===== src/rtl/vga_timing_detector.sv =====
// VGA timing detector: measures horizontal/vertical porch, sync and display lengths.
// Optional macro VGA_DET_STABILITY_CHECK_EN: lock only on two identical consecutive frames.
package vga_pkg;
  localparam int unsigned VGA_MAX_H_WIDTH = 12;
  localparam int unsigned VGA_MAX_V_WIDTH = 11;

  typedef struct packed {
    logic [VGA_MAX_H_WIDTH-1:0] hd;
    logic [VGA_MAX_H_WIDTH-1:0] hf;
    logic [VGA_MAX_H_WIDTH-1:0] hr;
    logic [VGA_MAX_H_WIDTH-1:0] hb;
    logic [VGA_MAX_V_WIDTH-1:0] vd;
    logic [VGA_MAX_V_WIDTH-1:0] vf;
    logic [VGA_MAX_V_WIDTH-1:0] vr;
    logic [VGA_MAX_V_WIDTH-1:0] vb;
  } vga_timing_t;
endpackage

module vga_timing_detector
  import vga_pkg::*;
#(
  parameter int unsigned SYNC_STAGES = 2
) (
  input  logic                       clk_i,
  input  logic                       arstn_i,
  input  logic                       vga_hs_i,
  input  logic                       vga_vs_i,
  input  logic                       de_i,
  output logic [VGA_MAX_H_WIDTH-1:0] hd_o,
  output logic [VGA_MAX_H_WIDTH-1:0] hf_o,
  output logic [VGA_MAX_H_WIDTH-1:0] hr_o,
  output logic [VGA_MAX_H_WIDTH-1:0] hb_o,
  output logic [VGA_MAX_V_WIDTH-1:0] vd_o,
  output logic [VGA_MAX_V_WIDTH-1:0] vf_o,
  output logic [VGA_MAX_V_WIDTH-1:0] vr_o,
  output logic [VGA_MAX_V_WIDTH-1:0] vb_o,
  output logic                       frame_valid_o,
  output logic                       locked_o,
  output logic                       err_o
);
  localparam int unsigned HW = VGA_MAX_H_WIDTH;
  localparam int unsigned VW = VGA_MAX_V_WIDTH;

  typedef enum logic [2:0] {H_IDLE, H_DISPLAY, H_FRONT, H_SYNC, H_BACK} h_state_t;
  typedef enum logic [2:0] {V_IDLE, V_BACK, V_DISPLAY, V_FRONT, V_SYNC} v_state_t;

  // Synchronizer chain {hs, vs, de} plus one stage of history for edge detection
  logic [2:0] sync_q [SYNC_STAGES];
  logic [2:0] last_q;
  logic       hs_s, vs_s, de_s;
  logic       hs_fall, hs_rise, vs_fall, vs_rise, de_fall, de_rise;

  always_ff @(posedge clk_i or negedge arstn_i) begin
    if (!arstn_i) begin
      for (int unsigned i = 0; i < SYNC_STAGES; i++) sync_q[i] <= '0;
      last_q <= '0;
    end else begin
      sync_q[0] <= {vga_hs_i, vga_vs_i, de_i};
      for (int unsigned i = 1; i < SYNC_STAGES; i++) sync_q[i] <= sync_q[i-1];
      last_q <= sync_q[SYNC_STAGES-1];
    end
  end

  assign {hs_s, vs_s, de_s} = sync_q[SYNC_STAGES-1];
  assign hs_fall = ~hs_s & last_q[2];
  assign hs_rise = hs_s & ~last_q[2];
  assign vs_fall = ~vs_s & last_q[1];
  assign vs_rise = vs_s & ~last_q[1];
  assign de_fall = ~de_s & last_q[0];
  assign de_rise = de_s & ~last_q[0];

  h_state_t    h_state_q, h_state_d;
  v_state_t    v_state_q, v_state_d;
  logic [HW-1:0] h_cnt_q, h_cnt_d;
  logic [VW-1:0] v_cnt_q, v_cnt_d;
  vga_timing_t cap_q, cap_d, pub_q, pub_d;
  logic h_line_disp_q, h_line_disp_d, h_valid_q, h_valid_d, v_full_q, v_full_d;
  logic line_de_q, line_de_d, vs_rise_pend_q, vs_rise_pend_d, vs_fall_pend_q, vs_fall_pend_d;
  logic frame_valid_d, locked_d, err_c, publish_c, line_de_c, rise_pend_c, fall_pend_c;
`ifdef VGA_DET_STABILITY_CHECK_EN
  vga_timing_t prev_q, prev_d;
  logic        prev_valid_q, prev_valid_d;
`endif

  assign line_de_c   = line_de_q | de_s;
  assign rise_pend_c = vs_rise_pend_q | vs_rise;
  assign fall_pend_c = vs_fall_pend_q | vs_fall;

  // Next-state: horizontal FSM, vertical FSM, publication and error handling
  always_comb begin
    h_state_d      = h_state_q;
    v_state_d      = v_state_q;
    h_cnt_d        = (h_state_q == H_IDLE) ? '0 : h_cnt_q + HW'(1);
    v_cnt_d        = v_cnt_q;
    cap_d          = cap_q;
    pub_d          = pub_q;
    h_line_disp_d  = h_line_disp_q;
    h_valid_d      = h_valid_q;
    v_full_d       = v_full_q;
    line_de_d      = line_de_c;
    vs_rise_pend_d = rise_pend_c;
    vs_fall_pend_d = fall_pend_c;
    frame_valid_d  = 1'b0;
    locked_d       = locked_o;
    err_c          = 1'b0;
    publish_c      = 1'b0;
`ifdef VGA_DET_STABILITY_CHECK_EN
    prev_d         = prev_q;
    prev_valid_d   = prev_valid_q;
`endif

    case (h_state_q)
      H_IDLE:    if (de_rise) h_state_d = H_DISPLAY;
      H_DISPLAY: begin
        if (hs_fall) err_c = 1'b1;
        else if (de_fall) begin
          h_state_d     = H_FRONT;
          cap_d.hd      = h_cnt_q;
          h_line_disp_d = 1'b1;
        end
      end
      H_FRONT: begin
        if (de_rise) err_c = 1'b1;
        else if (hs_fall) begin
          h_state_d = H_SYNC;
          cap_d.hf  = h_cnt_q;
        end
      end
      H_SYNC: begin
        if (de_rise) err_c = 1'b1;
        else if (hs_rise) begin
          h_state_d = H_BACK;
          if (h_line_disp_q) cap_d.hr = h_cnt_q;
        end
      end
      H_BACK: begin
        // de rise wins; a coincident hs fall then lands in display and is an error
        if (de_rise) begin
          h_state_d = H_DISPLAY;
          if (h_line_disp_q) begin
            cap_d.hb  = h_cnt_q;
            h_valid_d = 1'b1;
          end
          if (hs_fall) err_c = 1'b1;
        end else if (hs_fall) begin
          h_state_d     = H_SYNC;
          h_line_disp_d = 1'b0;
        end
      end
      default: h_state_d = H_IDLE;
    endcase
    if (h_state_d != h_state_q) h_cnt_d = HW'(1);
    if (h_cnt_q == '1) err_c = 1'b1;

    if (hs_fall) begin
      line_de_d      = 1'b0;
      vs_rise_pend_d = 1'b0;
      vs_fall_pend_d = 1'b0;
      if (v_state_q != V_IDLE) v_cnt_d = v_cnt_q + VW'(1);
      case (v_state_q)
        // Only leave idle on a blank line, so a reset-induced vs edge mid-display is ignored
        V_IDLE: if (rise_pend_c && !line_de_c) v_state_d = V_BACK;
        V_BACK: if (line_de_c) begin
          v_state_d = V_DISPLAY;
          cap_d.vb  = v_cnt_q;
          publish_c = v_full_q & h_valid_q;
        end
        V_DISPLAY: if (!line_de_c) begin
          v_state_d = V_FRONT;
          cap_d.vd  = v_cnt_q;
        end
        V_FRONT: if (fall_pend_c) begin
          v_state_d = V_SYNC;
          cap_d.vf  = v_cnt_q;
        end
        V_SYNC: if (rise_pend_c) begin
          v_state_d = V_BACK;
          cap_d.vr  = v_cnt_q;
          v_full_d  = 1'b1;
        end
        default: v_state_d = V_IDLE;
      endcase
      if (v_state_d != v_state_q) v_cnt_d = VW'(1);
    end
    if (v_cnt_q == '1) err_c = 1'b1;
    if (vs_fall && (v_state_q == V_DISPLAY || v_state_q == V_BACK)) err_c = 1'b1;

    if (publish_c && !err_c) begin
      pub_d         = cap_d;
      frame_valid_d = 1'b1;
`ifdef VGA_DET_STABILITY_CHECK_EN
      locked_d      = prev_valid_q && (cap_d == prev_q);
      prev_d        = cap_d;
      prev_valid_d  = 1'b1;
`else
      locked_d      = 1'b1;
`endif
    end

    if (err_c) begin
      h_state_d      = H_IDLE;
      v_state_d      = V_IDLE;
      h_cnt_d        = '0;
      v_cnt_d        = '0;
      h_line_disp_d  = 1'b0;
      h_valid_d      = 1'b0;
      v_full_d       = 1'b0;
      line_de_d      = 1'b0;
      vs_rise_pend_d = 1'b0;
      vs_fall_pend_d = 1'b0;
      locked_d       = 1'b0;
`ifdef VGA_DET_STABILITY_CHECK_EN
      prev_valid_d   = 1'b0;
`endif
    end
  end

  always_ff @(posedge clk_i or negedge arstn_i) begin
    if (!arstn_i) begin
      h_state_q      <= H_IDLE;
      v_state_q      <= V_IDLE;
      h_cnt_q        <= '0;
      v_cnt_q        <= '0;
      cap_q          <= '0;
      pub_q          <= '0;
      h_line_disp_q  <= 1'b0;
      h_valid_q      <= 1'b0;
      v_full_q       <= 1'b0;
      line_de_q      <= 1'b0;
      vs_rise_pend_q <= 1'b0;
      vs_fall_pend_q <= 1'b0;
      frame_valid_o  <= 1'b0;
      locked_o       <= 1'b0;
      err_o          <= 1'b0;
`ifdef VGA_DET_STABILITY_CHECK_EN
      prev_q         <= '0;
      prev_valid_q   <= 1'b0;
`endif
    end else begin
      h_state_q      <= h_state_d;
      v_state_q      <= v_state_d;
      h_cnt_q        <= h_cnt_d;
      v_cnt_q        <= v_cnt_d;
      cap_q          <= cap_d;
      pub_q          <= pub_d;
      h_line_disp_q  <= h_line_disp_d;
      h_valid_q      <= h_valid_d;
      v_full_q       <= v_full_d;
      line_de_q      <= line_de_d;
      vs_rise_pend_q <= vs_rise_pend_d;
      vs_fall_pend_q <= vs_fall_pend_d;
      frame_valid_o  <= frame_valid_d;
      locked_o       <= locked_d;
      err_o          <= err_c;
`ifdef VGA_DET_STABILITY_CHECK_EN
      prev_q         <= prev_d;
      prev_valid_q   <= prev_valid_d;
`endif
    end
  end

  assign hd_o = pub_q.hd;
  assign hf_o = pub_q.hf;
  assign hr_o = pub_q.hr;
  assign hb_o = pub_q.hb;
  assign vd_o = pub_q.vd;
  assign vf_o = pub_q.vf;
  assign vr_o = pub_q.vr;
  assign vb_o = pub_q.vb;

endmodule

===== config.mk =====
export PLATFORM = sky130hd
export DESIGN_NAME = vga_timing_detector
export DESIGN_NICKNAME = d
export VERILOG_FILES = /design/src/rtl/vga_timing_detector.sv
export SDC_FILE = /design/constraint.sdc
export NUM_CORES = 1
export LEC_CHECK = 0
export ABC_AREA = 1
export BUFFER_PORTS_ARGS = -buffer_cell sky130_fd_sc_hd__buf_2
export CAP_MARGIN = 20
export CORE_UTILIZATION = 45
export CTS_BUF_LIST = sky130_fd_sc_hd__clkbuf_8 sky130_fd_sc_hd__clkbuf_16
export CTS_CLUSTER_DIAMETER = 80
export CTS_CLUSTER_SIZE = 16
export DETAILED_ROUTE_END_ITERATION = 6
export GPL_ROUTABILITY_DRIVEN = 1
export GPL_TIMING_DRIVEN = 0
export PLACE_DENSITY_LB_ADDON = 0.3
export SKIP_CTS_REPAIR_TIMING = 1
export SKIP_LAST_GASP = 1
export SYNTH_ARGS = -nofsm -noshare
export SYNTH_HDL_FRONTEND = slang
export SYNTH_SLANG_ARGS = --single-unit

===== constraint.sdc =====
create_clock -name clk_i -period 3.5 [get_ports clk_i]
set_input_delay 0.175 -clock clk_i [delete_from_list [all_inputs] [get_ports clk_i]]
set_output_delay 0.175 -clock clk_i [all_outputs]
set_load 0.005 [all_outputs]

==> flow_metrics.env <==
export IMPL_status="complete, no violations"
export IMPL_finalInstanceArea_sq_um=10900
export IMPL_io_pins=100
export IMPL_synth_nets=1035
export IMPL_most_common_layout_cells="392 x nand2_1, 231 x dfrtp_1, 104 x buf_2"
export IMPL_final_common_cell="nand2_1"
export IMPL_synth_seq_area_share_pct=60.9
export IMPL_final_nets=1160
export IMPL_syn_instance_count=1028
export IMPL_crit_top_cell="nand2_1"
export IMPL_insertion_delay_ps=500
export IMPL_cp_slowest_cell="dfrtp_1"
export IMPL_cts_root_buffer_cell="clkbuf_16"
export IMPL_r2r_start="h_cnt_q[0]$_DFF_PN0_"
export IMPL_grt_pass1_vias=7058
export IMPL_slew_headroom_pct=58.0
export IMPL_die_h_microns=147
export IMPL_cts_htree_levels=1
export IMPL_netlist_area_sq_um=9500
export IMPL_synth_seq_cells=231
export IMPL_gr_usage_all_layers_pct=21.6
export IMPL_dp_hpwl_mm=15.6
export IMPL_clock_sinks=231
export IMPL_avgRoutedWirePerCell_microns=15.9
export IMPL_antenna_found_initial=0
export IMPL_max_stage_delay_ps=410
export IMPL_yosys_warnings=0
export IMPL_setup_viol=0
export IMPL_antenna_left=0
export IMPL_reg2regPathDepth=13
export IMPL_first_pass_iters=5
export IMPL_yosys_top_cells_area="dfrtp_1 61%, nand2_1 15%, o21ai_0 3.3%, inv_1 3.1%, o21a_1 2.8%"
export IMPL_final_max_slew_viol_count=0
export IMPL_max_freq_mhz=464
export IMPL_viasPerCell=5.07
export IMPL_clock_path_buffers=3
export IMPL_reg2reg_slack_ps=1340
export IMPL_num_rows=52
export IMPL_crit_arrival_ps=2540
export IMPL_finalHoldViolCount=0
export IMPL_p_leak_uw=0.00585
export IMPL_cts_tree="done"
export IMPL_p_per_area_nw_per_um2=514
export IMPL_hp_class="in2async"
export IMPL_path_class="reg2reg"
export IMPL_worstReg2RegEnd="hb_o[3]$_DFFE_PN0P_"
export IMPL_finalCriticalPeriod_ps=2160
export IMPL_worstSetupStartpointType="flop"
export IMPL_placed_cell_area_sq_um=10400
export IMPL_drc=0
export IMPL_cp_max_fo=10
export IMPL_start_util_pct=46.5
export IMPL_wl_mm=22.7
export IMPL_diodes=0
export IMPL_drive_above_1_share_pct=17.1
export IMPL_port_buffers=99
export IMPL_die_area_sq_um=21700
export IMPL_post_route_period_util_pct=61.6
export IMPL_overflow=0
export IMPL_crit_chain="ha_1 > nand2_1 > nor2_1 > nand3b_1 > nor2_1 > nor2_4 > nand2_8 > inv_4 > nand2_4 > buf_4 > buf_4 > nand2_1 > nand2_1"
export IMPL_chipWidth_microns=147
export IMPL_synth_top_area_share_pct=60.9
export IMPL_area_delta_synth_final_pct=15.0
export IMPL_via_count=7222
export IMPL_cts_buffers=18
export IMPL_drtIter0Drc=487
export IMPL_drv_cap=0
export IMPL_syn_area_per_cell_sq_um=9.24
export IMPL_design_core_area_sq_um=20400
export IMPL_grt_max_degree=93
export IMPL_synth_cell_types=38
export IMPL_worst_pin_slew_ps=625
export IMPL_post_place_ws_ps=1380
export IMPL_gp_congestion=0.902
export IMPL_worstSetupEndpoint="hb_o[3]$_DFFE_PN0P_"
export IMPL_cp_data_required_time_ps=3880
export IMPL_rsz0062_at_grt="false"
export IMPL_setup_worst_path_end_class="flop"
export IMPL_startpoint="h_cnt_q[0]$_DFF_PN0_"
export IMPL_grt_pass1_wl_mm=36.9
export IMPL_yosysTopAreaCell="dfrtp_1"
export IMPL_clock_skew_ps=13.9
export IMPL_timing_final_ws_setup_ps=1340
export IMPL_fill_cells=1866
export IMPL_ir_worst_vdd_uv=312
export IMPL_clk_pin_slew_worst_paths_ps=70
-- cells in the mapped netlist --
cell,number
nand3_2,2
xnor2_1,1
xor2_1,6
o21ai_2,25
nand2_4,1
inv_4,1
o22ai_1,2
nand2_1,392
nor2_4,4
nand3_1,32
nor3_2,1
buf_6,13
nand2_2,1
a31o_2,1
o21a_1,35
inv_1,78
nand4_1,2
buf_4,5
clkbuf_1,15
inv_2,11
clkinv_1,1
or2_2,1
o21bai_1,1
a21oi_1,6
nand3b_1,1
buf_1,1
nor2_1,43
o31ai_1,1
o21ai_1,18
buf_2,6
nand2_8,1
a31oi_1,1
a41oi_1,1
nor3_1,21
nor2_2,1
o21ai_0,63
dfrtp_1,231
ha_1,2
-- worst min-delay path by stage --
stage / from / end
floorplan: arstn_i / cap_q[0]$_DFF_PN0_
global placement: vga_vs_i / sync_q[4]$_DFF_PN0_
detailed placement: arstn_i / err_o$_DFF_PN0_
CTS: arstn_i / err_o$_DFF_PN0_
global route: arstn_i / err_o$_DFF_PN0_
finish: arstn_i / err_o$_DFF_PN0_
-- through the flow --
stage | utilization, % | total power, uW | TNS, ps | std cells | hold WS (ps)
2_1_floorplan | - | 3490 | 0 | 1028 | -121
3_3_place_gp | 50.6 | 3740 | -416470 | 1397 | 294
3_5_place_dp | 50.9 | 3770 | 0 | 1399 | 149
4_1_cts | 53.3 | 5640 | 0 | 1421 | -372
5_1_grt | 53.5 | 5860 | 0 | 1425 | 250
6_report | 53.5 | 5620 | 0 | 1425 | 199
-- report_power, final --
part / total (uW) / leakage, uW / internal [uW] / switching [uW]
Clock: 1880 / 0.000246 / 967 / 917
Combinational: 884 / 0.00242 / 248 / 636
Sequential: 2850 / 0.00319 / 2780 / 67.7
Total: 5620 / 0.00585 / 4000 / 1620
-- critical path: cells and delay by family, from the launching register on --
kind          cells  cell delay (ps)
flops             1              410
fa+ha+maj         1              220
simple gates      9              890
buf+inv           3              500
-- area by class of cell --
type,instances,area (sq um),share of cell area [%]
flip-flops and latches,231,5780,52.9
multi-input cells,666,3100,28.4
repair buffers,105,601,5.50
clock buffers,19,475,4.35
inverters,91,344,3.15
well taps,270,338,3.09
plain buffers,40,274,2.51
clock inverters,3,15.0,0.137
-- sequential cells by signal, summed over array words and instances, names as in the netlist, 3 cells and up --
| register | flops |
|---|---|
| v_cnt_q | 11 |
| hf_o | 12 |
| vf_o | 11 |
| vd_o | 11 |
| cap_q | 92 |
| hr_o | 12 |
| sync_q | 4 |
| h_state_q | 3 |
| vr_o | 11 |
| h_cnt_q | 12 |
| vb_o | 11 |
| hb_o | 12 |
| hd_o | 12 |
| v_state_q | 3 |
| last_q | 3 |
-- cell families (layout without fill, tap and decap cells) --
logic type,after synthesis,count (layout),share of synthesized area [%]
simple gates,503,503,21.5
flops,231,231,60.9
buf+inv,131,258,6.51
fa+ha+maj,2,2,0.263
xor+xnor,7,7,0.646
compound gates,154,154,10.2
-- per-layer routing --
| layer | global-route usage [%] | wire, microns | vias up |
|---|---|---|---|
| li1 | - | - | 3477 |
| met1 | 32.4 | 10700 | 3513 |
| met2 | 32.6 | 10200 | 189 |
| met3 | 2.67 | 1210 | 43 |
| met4 | 6.80 | 523 | 0 |
| met5 | 0 | 0 | - |
Note: power is estimated with default switching activity, not from simulation.
